### src/rtl/ram_1w1r_sync.sv
// Simple dual-port RAM: one write port and one registered read port.
// Read data appears one edge after ra is presented. Contents have no reset.
module ram_1w1r_sync #(
    parameter int DATA_WIDTH = 16,
    parameter int DATA_DEPTH = 4
) (
    input  logic                  clk,
    input  logic                  wem,
    input  logic [DATA_DEPTH-1:0] wa,
    input  logic [DATA_WIDTH-1:0] wd,
    input  logic [DATA_DEPTH-1:0] ra,
    output logic [DATA_WIDTH-1:0] rd
);

    logic [DATA_WIDTH-1:0] mem [2**DATA_DEPTH];

    always_ff @(posedge clk) begin
        if (wem) begin
            mem[wa] <= wd;
        end
        rd <= mem[ra];
    end

endmodule

### src/rtl/fifo_sync_thresh.sv
// Single-clock FIFO with FWFT/registered read, exact fill, programmable almost flags and sticky errors.
// Status flags are registered from the next fill; full accepts a write only alongside an accepted read.
module fifo_sync_thresh #(
    parameter int DATA_WIDTH = 16,
    parameter int DATA_DEPTH = 4,
    parameter bit FWFT       = 1'b1
) (
    input  logic                  clk,
    input  logic                  rst,
    input  logic                  srst,
    input  logic                  we,
    input  logic                  re,
    input  logic [DATA_WIDTH-1:0] data_in,
    output logic [DATA_WIDTH-1:0] data_out,
    output logic                  nempty,
    output logic                  full,
    output logic [DATA_DEPTH:0]   fill,
    input  logic [DATA_DEPTH:0]   af_level,
    input  logic [DATA_DEPTH:0]   ae_level,
    output logic                  almost_full,
    output logic                  almost_empty,
    output logic                  overflow,
    output logic                  underflow,
    input  logic                  clr_err
);

    localparam int                    CAPACITY = 1 << DATA_DEPTH;
    localparam logic [DATA_DEPTH:0]   CAP_W    = (DATA_DEPTH+1)'(CAPACITY);
    localparam logic [DATA_DEPTH:0]   FILL_ONE = (DATA_DEPTH+1)'(1);
    localparam logic [DATA_DEPTH-1:0] PTR_ONE  = DATA_DEPTH'(1);

    logic [DATA_DEPTH-1:0] wa, ra, wa_next, ra_next;
    logic [DATA_DEPTH:0]   fill_next;
    logic                  rd_acc, wr_acc;
    logic [DATA_WIDTH-1:0] din_q, ram_q, head;
    logic                  bypass;

    always_comb begin
        rd_acc    = re & nempty;
        wr_acc    = we & (~full | rd_acc);
        wa_next   = wr_acc ? wa + PTR_ONE : wa;
        ra_next   = rd_acc ? ra + PTR_ONE : ra;
        fill_next = fill;
        if (wr_acc & ~rd_acc) begin
            fill_next = fill + FILL_ONE;
        end else if (rd_acc & ~wr_acc) begin
            fill_next = fill - FILL_ONE;
        end
        // RAM cannot return a word written on the same edge, so the input register covers it
        head = bypass ? din_q : ram_q;
    end

    // The read port always looks at the post-edge head address
    ram_1w1r_sync #(
        .DATA_WIDTH (DATA_WIDTH),
        .DATA_DEPTH (DATA_DEPTH)
    ) u_ram (
        .clk (clk),
        .wem (wr_acc),
        .wa  (wa),
        .wd  (data_in),
        .ra  (ra_next),
        .rd  (ram_q)
    );

    always_ff @(posedge clk or posedge rst) begin
        if (rst) begin
            wa           <= '0;
            ra           <= '0;
            fill         <= '0;
            nempty       <= 1'b0;
            full         <= 1'b0;
            almost_full  <= 1'b0;
            almost_empty <= 1'b1;
            overflow     <= 1'b0;
            underflow    <= 1'b0;
            din_q        <= '0;
            bypass       <= 1'b1;
        end else if (srst) begin
            wa           <= '0;
            ra           <= '0;
            fill         <= '0;
            nempty       <= 1'b0;
            full         <= 1'b0;
            almost_full  <= 1'b0;
            almost_empty <= 1'b1;
            overflow     <= 1'b0;
            underflow    <= 1'b0;
            din_q        <= '0;
            bypass       <= 1'b1;
        end else begin
            wa           <= wa_next;
            ra           <= ra_next;
            fill         <= fill_next;
            nempty       <= (fill_next != '0);
            full         <= (fill_next == CAP_W);
            almost_full  <= (fill_next >= af_level);
            almost_empty <= (fill_next <= ae_level);
            overflow     <= (we & ~wr_acc) | (overflow & ~clr_err);
            underflow    <= (re & ~nempty) | (underflow & ~clr_err);
            if (wr_acc) begin
                din_q  <= data_in;
                bypass <= (wa == ra_next);
            end else if (rd_acc) begin
                bypass <= 1'b0;
            end
        end
    end

    if (FWFT) begin : g_fwft
        assign data_out = head;
    end else begin : g_reg
        logic [DATA_WIDTH-1:0] dout_q;

        always_ff @(posedge clk or posedge rst) begin
            if (rst) begin
                dout_q <= '0;
            end else if (srst) begin
                dout_q <= '0;
            end else if (rd_acc) begin
                dout_q <= head;
            end
        end

        assign data_out = dout_q;
    end

endmodule

### config.mk
export PLATFORM = sky130hd
export DESIGN_NAME = fifo_sync_thresh
export DESIGN_NICKNAME = d
export VERILOG_FILES = /design/src/rtl/ram_1w1r_sync.sv /design/src/rtl/fifo_sync_thresh.sv
export SDC_FILE = /design/constraint.sdc
export NUM_CORES = 1
export LEC_CHECK = 0
export ABC_AREA = 1
export CORE_MARGIN = 2
export CORE_UTILIZATION = 61
export DETAILED_ROUTE_END_ITERATION = 8
export HOLD_SLACK_MARGIN = 0.15
export PLACE_DENSITY = 0.77
export RECOVER_POWER = 100
export SLEW_MARGIN = 15
export SYNTH_ARGS = -nofsm -noshare
export SYNTH_HDL_FRONTEND = slang
export SYNTH_SLANG_ARGS = --single-unit
### constraint.sdc
create_clock -name clk -period 2.7 [get_ports clk]
set_input_delay 0.405 -clock clk [delete_from_list [all_inputs] [get_ports clk]]
set_output_delay 0.405 -clock clk [all_outputs]
set_load 0.05 [all_outputs]
==> impl_metrics.toml <==
[global_route]
grt_busiest_layer = "met2"
antenna_found_initial = 0
grt_use_total_pct = 28.0
grt_max_degree = 57
grt_pass1_wl_um = 51100
grt_pass1_vias = 9202
gr-usage-met3_pct = 3.64
overflow = 0
grt_use_met1_pct = 39.3
use_met2_pct = 45.2

[logic_synthesis]
syn_avg_cell_area_um2 = 10.7
synth_flop_cell = "edfxtp_1"
ys_types = 33
synth.ff_latch_count = 308
synth-edff-count = 256
netlist_area_um2 = 13500
synthArstFlopShare_pct = 11.7
synth.yosys.warnings = 0
ys_seq_area_share_pct = 66.1
synth_fp_nets = 1310
netlist_instances = 1262

[sta]
worst_slew_pin_slew_ns = 2.02
hold_violations = 0
drv_slew = 37
fin_crit_ns = 2.62
fmaxAchievable_ghz = 0.382
finalWorstSetupSlack_ns = 0.0832
max_slew_margin_pct = -34.5
fin_worst_skew_ns = 0.0152
totalNegativeSetupSlack_ns = 0
setup_viol = 0
rsz0062_at_grt = "no"
period_share_pct = 96.9

[die]
rows = 54
core_area_um2 = 21800
initial_utilization_pct = 62.0
die_w_um = 153
ios = 59
design.die.area_um2 = 23300
die_y_um = 153

[worst_setup_path]
critPathKind = "in2reg"
required_ns = 2.92
cp-end-kind = "flop"
cp.arrival_ns = 2.84
worstSetupStartpointType = "input pin"
critical_path.max_fanout = 7

[pwr]
leakage_nw = 6.44
powerDensity_nw_per_um2 = 772
total_power_mw = 12.1
ir_worst_vdd_uv = 509

[clocking]
htreeDepth = 1
hold_buffers = 0
cts_buffers = 31
postCtsSetupBuffers = 0
clk_pin_slew_ns = 0.06
cts_root_buf = "clkbuf_16"
cts_buffer_depth = 3
clk_latency_ns = 0.55
cts_sinks = 308
cts_tree = "yes"

[drt]
vias = 9675
drt_iter0_drc = 922
drtPass1Iterations = 6
drc = 0
ant_nets = 0
finalWirelength_um = 32900
routed_via_density = 5.87
wl_per_cell_um = 19.9

[final_layout]
syn_to_final_growth_pct = 16.5
final_cells = 1649
layout.nets = 1393
postLayoutCoreUtil_pct = 72.2
diodes = 0
drive_gt1_share_pct = 8.40

[place]
dp_slack_ns = 0.00198
place.gp.congestion = 0.867
post-place-cells = 1592
dp_hpwl_um = 19500
portBuffers = 58

[hold_path]
hp-class = "in2reg"

[status]
status = "finished with violations"
violations = "max-capacitance violations, max-slew violations"

[run]
cap_violations = 1
==> worst max-delay path: stages <==
cell           delay, ns
dlygate4sd3_1       0.62
nand2_4             0.07
clkbuf_1            0.24
a21oi_1             0.49
nand2_1             0.21
nor2_1              0.47
clkbuf_1            0.32
==> final cells by class <==
| class | count | area (um^2) |
|---|---|---|
| Sequential cell | 308 | 8910 |
| Fill cell | 1463 | 6040 |
| Multi-Input combinational cell | 747 | 3720 |
| Timing Repair Buffer | 121 | 1150 |
| Clock buffer | 37 | 798 |
| Inverter | 136 | 510 |
| Tap cell | 280 | 350 |
| Clock inverter | 20 | 273 |
==> per-stage QoR <==
stage	hold slack [ns]	area, um^2
final	0.516	15700
after global routing	0.554	15700
after CTS	0.281	15900
after detailed placement	0.520	14800
after global placement	0.511	14800
after floorplan	0.502	13500
==> timing repair <==
action / 4_1_cts / 5_1_grt
hold endpoints to repair: 0 / 0
setup endpoints to repair: 11 / 0
gates resized for setup: 11 / 0
==> flip-flops by register name (all words and copies together) (netlist names), 4 cells and up <==
name / flops
din_q: 16
u_ram.rd: 16
wa: 4
ra: 4
fill: 5
u_ram.mem: 256
==> cell usage in the layout (no fill, tap or decap), types with 2 or more instances in the layout <==
cell             count
dlygate4sd2_1       11
clkinv_2             8
buf_12              18
dfrtp_1             34
nand3b_1            65
nand4_1              3
clkbuf_2            16
inv_2                2
dfstp_2              2
nor2_1              46
xor2_1               3
nand2_4              4
clkbuf_1            21
bufinv_16            7
ha_1                16
clkinv_1             5
o21ai_0             19
clkdlybuf4s50_1     13
clkbuf_16           31
dfxtp_1             16
nand2_1            299
edfxtp_1           256
inv_1              133
o211ai_1            16
a21oi_1             26
dlygate4sd3_1       29
nand3_1            236
mux2_2               5
buf_4               17
==> path summary, 6_finish.rpt <==
path | depth (start not counted) | start | to | slack, ns
min | 4 | clr_err | overflow$_DFF_PP0_ | 0.52
max in group asynchronous | 3 | rst | din_q[13]$_DFFE_PP0P_ | 0.51
min in group asynchronous | 3 | rst | din_q[10]$_DFFE_PP0P_ | 1.03
max reg2reg | 6 | nempty$_DFF_PP0_ | u_ram.mem[13][2]$_DFFE_PP_ | 0.14
min reg2reg | 2 | overflow$_DFF_PP0_ | overflow$_DFF_PP0_ | 0.53
max | 7 | re | u_ram.mem[13][2]$_DFFE_PP_ | 0.08
==> report_power, final <==
part	switching, mW	internal, mW
Clock	1.72	2.76
Combinational	1.50	0.693
Sequential	0.121	5.33
Total	3.34	8.78
==> kinds of logic after synthesis <==
| logic type | synth area share, % |
|---|---|
| AOI/OAI and AO/OA | 2.82 |
| xor gates and xnor gates | 0.260 |
| adders and majority gates | 1.48 |
| buffers and inverters | 6.45 |
| DFF | 66.1 |
| muxes | 0.418 |
| and+or+nand+nor | 22.5 |
==> layer usage <==
layer / vias to the layer above / wire, um
met2: 519 / 15500
met1: 4606 / 13000
met5: - / 0
li1: 4456 / -
met4: 0 / 1350
met3: 94 / 2970
==> cell usage after synthesis, types with 3 or more instances <==
cell      number  area, um^2
buf_2         41         205
clkbuf_1      18        67.6
inv_2          3        11.3
dfrtp_1       34         851
nand2_1      299        1120
nand3_1      236        1180
nand2_2        4        25.0
ha_1          16         200
buf_4          9        67.6
xor2_1         3        26.3
inv_1        132         495
nand4_1        3        18.8
edfxtp_1     256        7690
nor2_1        46         173
dfxtp_1       16         320
a21oi_1       25         125
nand3b_1      65         488
mux2_2         5        56.3
o211ai_1      16         120
o21ai_0       19        95.1
No activity file was read; power rests on OpenSTA's default activity.
